**config.mk**
```make
export PLATFORM = sky130hd
export DESIGN_NAME = uart_tx_arbiter
export DESIGN_NICKNAME = d
export VERILOG_FILES = /design/src/rtl/uart_tx_arbiter.sv
export SDC_FILE = /design/constraint.sdc
export NUM_CORES = 1
export LEC_CHECK = 0
export BUFFER_PORTS_ARGS = -buffer_cell sky130_fd_sc_hd__clkbuf_2
export CAP_MARGIN = 20
export CORE_UTILIZATION = 31
export DETAILED_ROUTE_END_ITERATION = 10
export GPL_ROUTABILITY_DRIVEN = 0
export GPL_TIMING_DRIVEN = 0
export PLACE_DENSITY = 0.61
export SETUP_SLACK_MARGIN = 0.1
export SKIP_LAST_GASP = 1
export SLEW_MARGIN = 20
export SYNTH_ARGS = -nofsm -noshare
export SYNTH_HDL_FRONTEND = slang
export SYNTH_SLANG_ARGS = --single-unit
```
**constraint.sdc**
```tcl
create_clock -name clk_in -period 1.8 [get_ports clk_in]
set_clock_uncertainty 0.15 [all_clocks]
set_input_delay 0.18 -clock clk_in [delete_from_list [all_inputs] [get_ports clk_in]]
set_output_delay 0.18 -clock clk_in [all_outputs]
set_load 0.005 [all_outputs]
```
**src/rtl/uart_tx_arbiter.sv**
```systemverilog
// uart_tx_arbiter: shares one uart_tx byte transmitter between NUM_REQ requesters.
//
// A round-robin arbiter picks one pending request, latches that requester's byte, pulses
// tx_data_en for one cycle and holds tx_data_in steady while uart_tx shifts the frame out.
// When uart_tx pulses tx_finish, the winner gets a one-cycle done pulse. The pointer then
// moves past the winner. An optional idle gap can be inserted before the next grant.
//
// Ports:
//   clk_in      system clock, rising edge
//   rst_n       synchronous reset, active low
//   req         per-requester level request, held until its grant pulse
//   req_data    byte of requester i on bits [8i+7:8i]
//   grant       one-hot pulse: byte of that requester accepted
//   done        one-hot pulse: byte of that requester fully transmitted
//   busy        high whenever the arbiter is not idle
//   tx_data_en  one-cycle start pulse to uart_tx
//   tx_data_in  byte to uart_tx, held from start until done
//   tx_finish   one-cycle completion pulse from uart_tx
//   tx_timeout  one-cycle pulse on watchdog abort
//
// Build option: define TX_TIMEOUT_EN to enable a watchdog. It aborts a frame after
// TIMEOUT_CYCLES cycles in WAIT_FIN. Without it, tx_timeout is constant 0.
module uart_tx_arbiter #(
  parameter int unsigned NUM_REQ        = 4,
  parameter int unsigned PTR_W          = 2,
  parameter int unsigned GAP_CYCLES     = 0,
  parameter int unsigned TIMEOUT_CYCLES = 2000000
) (
  input  logic                   clk_in,
  input  logic                   rst_n,
  input  logic [NUM_REQ-1:0]     req,
  input  logic [8*NUM_REQ-1:0]   req_data,
  output logic [NUM_REQ-1:0]     grant,
  output logic [NUM_REQ-1:0]     done,
  output logic                   busy,
  output logic                   tx_data_en,
  output logic [7:0]             tx_data_in,
  input  logic                   tx_finish,
  output logic                   tx_timeout
);

  typedef enum logic [1:0] {StIdle, StStart, StWaitFin, StGap} state_e;

  state_e           state;
  logic [PTR_W-1:0] rr_ptr;
  logic [PTR_W-1:0] owner;
  logic [7:0]       gap_cnt;

  // Round-robin pick: first search from rr_ptr upward. If nothing is found there, the
  // lowest set bit below rr_ptr is the wrapped winner.
  logic             win_found;
  logic [PTR_W-1:0] win;
  logic [7:0]       win_data;

  always_comb begin
    win_found = 1'b0;
    win       = '0;
    win_data  = '0;
    for (int i = 0; i < NUM_REQ; i++) begin
      if (!win_found && req[i] && (i >= int'(rr_ptr))) begin
        win_found = 1'b1;
        win       = PTR_W'(i);
        win_data  = req_data[8*i +: 8];
      end
    end
    for (int i = 0; i < NUM_REQ; i++) begin
      if (!win_found && req[i]) begin
        win_found = 1'b1;
        win       = PTR_W'(i);
        win_data  = req_data[8*i +: 8];
      end
    end
  end

  logic [PTR_W-1:0]   next_ptr;
  logic [NUM_REQ-1:0] owner_oh;
  logic [NUM_REQ-1:0] win_oh;

  assign next_ptr = (owner == PTR_W'(NUM_REQ - 1)) ? '0 : owner + PTR_W'(1);
  assign owner_oh = {{(NUM_REQ-1){1'b0}}, 1'b1} << owner;
  assign win_oh   = {{(NUM_REQ-1){1'b0}}, 1'b1} << win;

  logic wd_hit;

`ifdef TX_TIMEOUT_EN
  localparam int unsigned WD_W = (TIMEOUT_CYCLES > 1) ? $clog2(TIMEOUT_CYCLES) : 1;

  logic [WD_W-1:0] wd_cnt;

  assign wd_hit = (state == StWaitFin) && (wd_cnt == WD_W'(TIMEOUT_CYCLES - 1));

  // Held at zero outside WAIT_FIN, so every frame starts counting from zero.
  always_ff @(posedge clk_in) begin
    if (!rst_n) begin
      wd_cnt <= '0;
    end else if (state != StWaitFin) begin
      wd_cnt <= '0;
    end else if (!wd_hit) begin
      wd_cnt <= wd_cnt + WD_W'(1);
    end
  end
`else
  assign wd_hit = 1'b0;
`endif

  always_ff @(posedge clk_in) begin
    if (!rst_n) begin
      state      <= StIdle;
      rr_ptr     <= '0;
      owner      <= '0;
      gap_cnt    <= '0;
      tx_data_in <= 8'h00;
      grant      <= '0;
      done       <= '0;
      tx_data_en <= 1'b0;
      busy       <= 1'b0;
      tx_timeout <= 1'b0;
    end else begin
      grant      <= '0;
      done       <= '0;
      tx_data_en <= 1'b0;
      tx_timeout <= 1'b0;
      unique case (state)
        StIdle: begin
          if (win_found) begin
            owner      <= win;
            tx_data_in <= win_data;
            grant      <= win_oh;
            tx_data_en <= 1'b1;
            busy       <= 1'b1;
            state      <= StStart;
          end
        end
        StStart: state <= StWaitFin;
        StWaitFin: begin
          // A real tx_finish beats a watchdog hit in the same cycle.
          if (tx_finish || wd_hit) begin
            done       <= owner_oh;
            tx_timeout <= wd_hit & ~tx_finish;
            rr_ptr     <= next_ptr;
            gap_cnt    <= '0;
            if (GAP_CYCLES > 0) begin
              state <= StGap;
            end else begin
              state <= StIdle;
              busy  <= 1'b0;
            end
          end
        end
        StGap: begin
          // The done cycle is counted as gap_cnt=0. The arbiter then stays here for
          // GAP_CYCLES more cycles.
          if (gap_cnt == 8'(GAP_CYCLES)) begin
            state <= StIdle;
            busy  <= 1'b0;
          end else begin
            gap_cnt <= gap_cnt + 8'd1;
          end
        end
        default: state <= StIdle;
      endcase
    end
  end

endmodule

```
After elaboration in Yosys (flattened, before gate mapping)
Index checks and enable logic that the tools add are counted.
{ "op_classes": {"add_sub_neg": 2, "n_lt_le_gt_ge": 3, "n_eq_ne": 8, "n_shift": 2, "n_mux": 36, "n_reduce_logical": 29} }
{ "op_table": {"columns": ["cell", "n"], "rows": [
  ["8-bit 2-to-1 mux", 10],
  ["2-bit 2-to-1 mux", 10],
  ["8-bit one-hot mux with 2 select lines", 1],
  ["1-bit 2-to-1 mux", 13],
  ["3-bit AND reduction", 4],
  ["1-bit logical AND", 10],
  ["8-bit by 1-bit adder with 8-bit output, second input constant", 1],
  ["8-bit zero test", 1],
  ["2-bit != test, second input constant", 4],
  ["2-bit one-hot mux with 4 select lines", 1],
  ["1-bit by 2-bit << shifter with 4-bit output, first input constant", 2],
  ["1-bit zero test", 7],
  ["2-bit equality test, second input constant", 3],
  ["2-bit AND reduction", 3],
  ["1-bit by 2-bit >= comparator with 1-bit output, first input constant", 2],
  ["4-bit AND reduction", 1],
  ["1-bit one-hot mux with 3 select lines", 1],
  ["3-bit nonzero test", 1],
  ["2-bit by 1-bit adder with 2-bit output, second input constant", 1],
  ["2-bit by 1-bit equality test with 1-bit output, second input constant", 1],
  ["2-bit >= comparator, first input constant", 1],
  ["2-bit zero test", 1],
  ["2-bit nonzero test", 1]
]} }
{ "totals": {"register_bits": 32, "in_bits": 39, "out_inout_bits": 19, "elab_cells": 89} }

Longest topological paths before layout
{ "depth": {"ltp_word": 28, "ltp_mapped": 7, "mapped_depth_nobuf": 7} }

Worst setup path after synthesis
OpenSTA, ideal clock, no wires.
{ "synth_path": {"path_type": "register to register", "from": "reg gap_cnt[0]", "to": "reg gap_cnt[1]", "setup_time_ps": 71, "arrival_ps": 1609, "t_required_ps": 1579, "slack_ps": -30, "stages_incl_launch_ff": 7, "path_buffers": 0, "period_less_slack_ps": 1830, "cell_sequence": "dfxtp_1 -> inv_1 -> ha_1 -> or4b_1 -> o21ba_2 -> or3_1 -> a21oi_1"} }
{ "synth_via": {"elab_chain_cells": 3, "word_cells_on_any_way": 6, "cone_classes": "add/sub: 1; eq/ne: 1; mux: 2; reduce/logical: 2"} }
{ "synth_rtl": {"columns": ["element", "line", "text"], "rows": [
  ["start, declared", "47", "logic [7:0] gap_cnt;"],
  ["start signal, assigned", "157", "gap_cnt <= gap_cnt + 8'd1;"],
  ["8-bit by 1-bit adder with 8-bit output / 8-bit zero test (equally long branches)", "157, 153", null],
  ["8-bit 2-to-1 mux / 2-bit != test (equally long branches)", null, null],
  ["8-bit one-hot mux with 2 select lines / 3-bit AND reduction (equally long branches)", null, null]
]} }
Parallel ways exist; a longest one is shown, timed or not. The select of a mux whose other input is x is not followed.
A chain may end at the register's enable or synchronous reset.

Final worst setup path
Same ends and word-level chain as after synthesis.

==> out/qor.csv <==
stage,metric,value,unit
timing,fin_tns_setup,-306,ps
route,wl_met3,397,um
global_routing,grt_max_degree,12,
min_path,worstHoldPathType,in -> reg,
route,drtIter0Drc,77,
pwr,p_per_area,707,nW/um2
placement,place_ws,-159,ps
synth,synth_nets,291,
cells_and_area,n_fill_cell,572,
synth,syn_area_per_cell,7.79,um2
worst_setup_path,cp_top_family,simple AND/OR/NAND/NOR gates,
worst_setup_path,timing.rr.start,gap_cnt[0],
worst_setup_path,worstPathRequired,1870,ps
run_status,violations,negative setup slack,
worst_setup_path,startpoint,gap_cnt[0],
clock_tree,root_buffer,clkbuf_8,
min_path,min_from,req_data[2],
clock_tree,clockBufferDepth,2,
global_routing,grt_pass1_wl,9.15,mm
cells_and_area,seqCellArea,648,um2
cells_and_area,drive_gt1_frac,0.444,
timing,fin_ws,-92.9,ps
clock_tree,cts_hold_buf,0,
synth,ys.warnings.count,0,
timing,max_freq,0.528,GHz
clock_tree,clk_latency,290,ps
route,wl_met1,2.63,mm
floorplanning,die_h,81.1,um
synth,synth_area_leaders,"dfxtp_1 33%, nand2_1 6.0%, a21oi_1 5.4%, nor2_1 4.8%, nand3_1 2.6%",
cells_and_area,final_nets,372,
route,routed_via_density,5.33,
worst_setup_path,worst_setup_path_start_kind,flip-flop,
placement,dpl_cell_area,2320,um2
route,routed_wl,6.03,mm
worst_setup_path,endpoint_kind,flip-flop,
synth,synth_top_cell_by_area,dfxtp_1,
worst_setup_path,critPathMaxStageDelay,470,ps
worst_setup_path,arrival,1960,ps
route,wl_per_cell,14.9,um
route,ant_nets,0,
synth,ys_seq_area_frac,0.330,
cells_and_area,area_delta_synth_final,47.0,%
synth,synth_cell_types,52,
floorplanning,fp.coreArea,5990,um2
synth,async_reset_ff_frac,0,
floorplanning,die-area,6580,um2
global_routing,antenna_found_initial,0,
floorplanning,initial_core_util,0.324,
global_routing,grt_util_all_layers,0.181,
cells_and_area,stdcell_count,406,
placement,io_buffers,54,
floorplanning,num_rows,28,
timing,tightest_slew,599,ps
synth,synthCells,249,
clock_tree,numCtsBuffers,5,
synth,yosys_register_bits,32,
timing,final.period_utilization,1.05,
clock_tree,htreeDepth,2,
worst_setup_path,cp_max_fo,4,
placement,dp_hpwl,4.16,mm
timing,hold_slack,10.0,ps
timing,slew_viol_final,0,
route,routed-wl-met2,2.87,mm
global_routing,grt_pass1_vias,1974,
route,top_layer_used,met4,
timing,finalHoldViolCount,0,
synth,synth_flop_cell,dfxtp_1,
worst_setup_path,path_cells,inv_2 -> ha_4 -> or4b_4 -> o21ba_4 -> or3_1 -> a21oi_2,
synth,synth_edf_count,0,
pwr,peakVddDrop,0.367,mV
global_routing,grt_overflow_total,0,
worst_setup_path,slowest_stage,or4b_4,
synth,syn_area,1940,um2
clock_tree,clock_sinks,32,
pwr,power_leakage,1.19,nW
cells_and_area,diodes,0,
timing,grt_setup_unrepaired,true,
cells_and_area,fin_area,2850,um2
route,vias,2162,
run_status,status,"finished, violations left",
placement,dpl.cell_count,378,
timing,finalSetupViolations,6,
clock_tree,clk_pin_slew,70,ps
floorplanning,io_pins,58,
route,dr.pass1.iters,4,
worst_setup_path,path_buf_inv,1,
timing,relSlewSlack,0.601,
worst_setup_path,critical_path_class,reg -> reg,
floorplanning,die_w,81.1,um
synth,synth.top_cell.area_share,0.330,
clock_tree,cts_tree,built,
cells_and_area,multi_input_area,1400,um2
run,max-cap-violations,0,
timing,post-route-min-period,1890,ps
route,drc,0,
[synth_stat cells, drive strengths merged (7+ instances only)]
library cell and number:
dfxtp 32, nand2 31, nor2 25, a21oi 22
inv 14, buf 11, nand3 10, a31oi 7
nor3 7, o21ai 7
[area by class of cell]
cell class              instances  share of cell area
inverters                      14              0.0211
flip-flops and latches         32               0.227
repair buffers                 74               0.151
well taps                      75              0.0329
plain buffers                  14              0.0369
multi-input cells             189               0.492
clock buffers                   5              0.0241
clock inverters                 3              0.0149
[state kept, by name, summed over array words and instances, names as in the netlist]
signal	count
done	4
busy	1
tx_data_in	8
grant	4
gap_cnt	8
state	2
owner	2
tx_data_en	1
rr_ptr	2
[tightest hold or removal path: cells and delay by family]
kind,cells,cell delay [ps]
simple gates,1,60
buf+inv,1,100
compound gates,1,60
[placed cells by master, fill, tap and decap left out, types with 4 or more instances in the layout]
cell / instances
a21oi_1: 16
a21oi_2: 4
a221oi_2: 5
a31oi_1: 6
and3_1: 6
buf_2: 4
buf_4: 20
buf_6: 6
clkbuf_2: 54
clkbuf_8: 5
dfxtp_1: 26
dfxtp_2: 6
inv_1: 11
nand2_1: 29
nand2b_1: 4
nand3_1: 9
nor2_1: 22
o211ai_1: 6
o21ai_0: 5
xnor2_1: 4
[logic make-up after synthesis]
kind of cell | count (synthesis) | synth area share
other | 1 | 0.00193
DFF | 32 | 0.330
AOI/OAI and AO/OA | 73 | 0.281
and+or+nand+nor | 107 | 0.279
xor gates and xnor gates | 5 | 0.0226
adders and majority gates | 3 | 0.0194
buffers and inverters | 28 | 0.0652
[repair_timing]
action / in CTS / in global routing
pin swaps: 9 / 21
setup buffers: 8 / 11
endpoints found under the setup margin: 19 / 18
gates resized for setup: 31 / 36
gates cloned: 0 / 1
[per-stage QoR]
step | power, mW | utilization
floorplan | 1.06 | -
global placement | 1.21 | 0.387
detailed placement | 1.22 | 0.387
CTS | 1.95 | 0.435
global route | 2.11 | 0.476
finish | 2.01 | 0.476
[final timing paths]
check	to	slack [ps]	depth (start not counted)
min reg2reg	tx_data_in[7]	320	2
max reg2reg	gap_cnt[1]	-90	6
max	gap_cnt[1]	-90	6
min	tx_data_in[2]	10	3
[power by group]
part	switching, mW	total [mW]	internal [mW]
logic	0.287	0.526	0.238
clock network	0.283	0.692	0.409
registers	0.0364	0.797	0.761
total	0.607	2.01	1.41
[metal layers]
metal / GRT usage / vias to the layer above
met5: 0 / -
met4: 0.0607 / 0
met3: 0.0270 / 12
met2: 0.307 / 79
met1: 0.233 / 1002
li1: - / 1069
No activity file was read; power rests on OpenSTA's default activity.
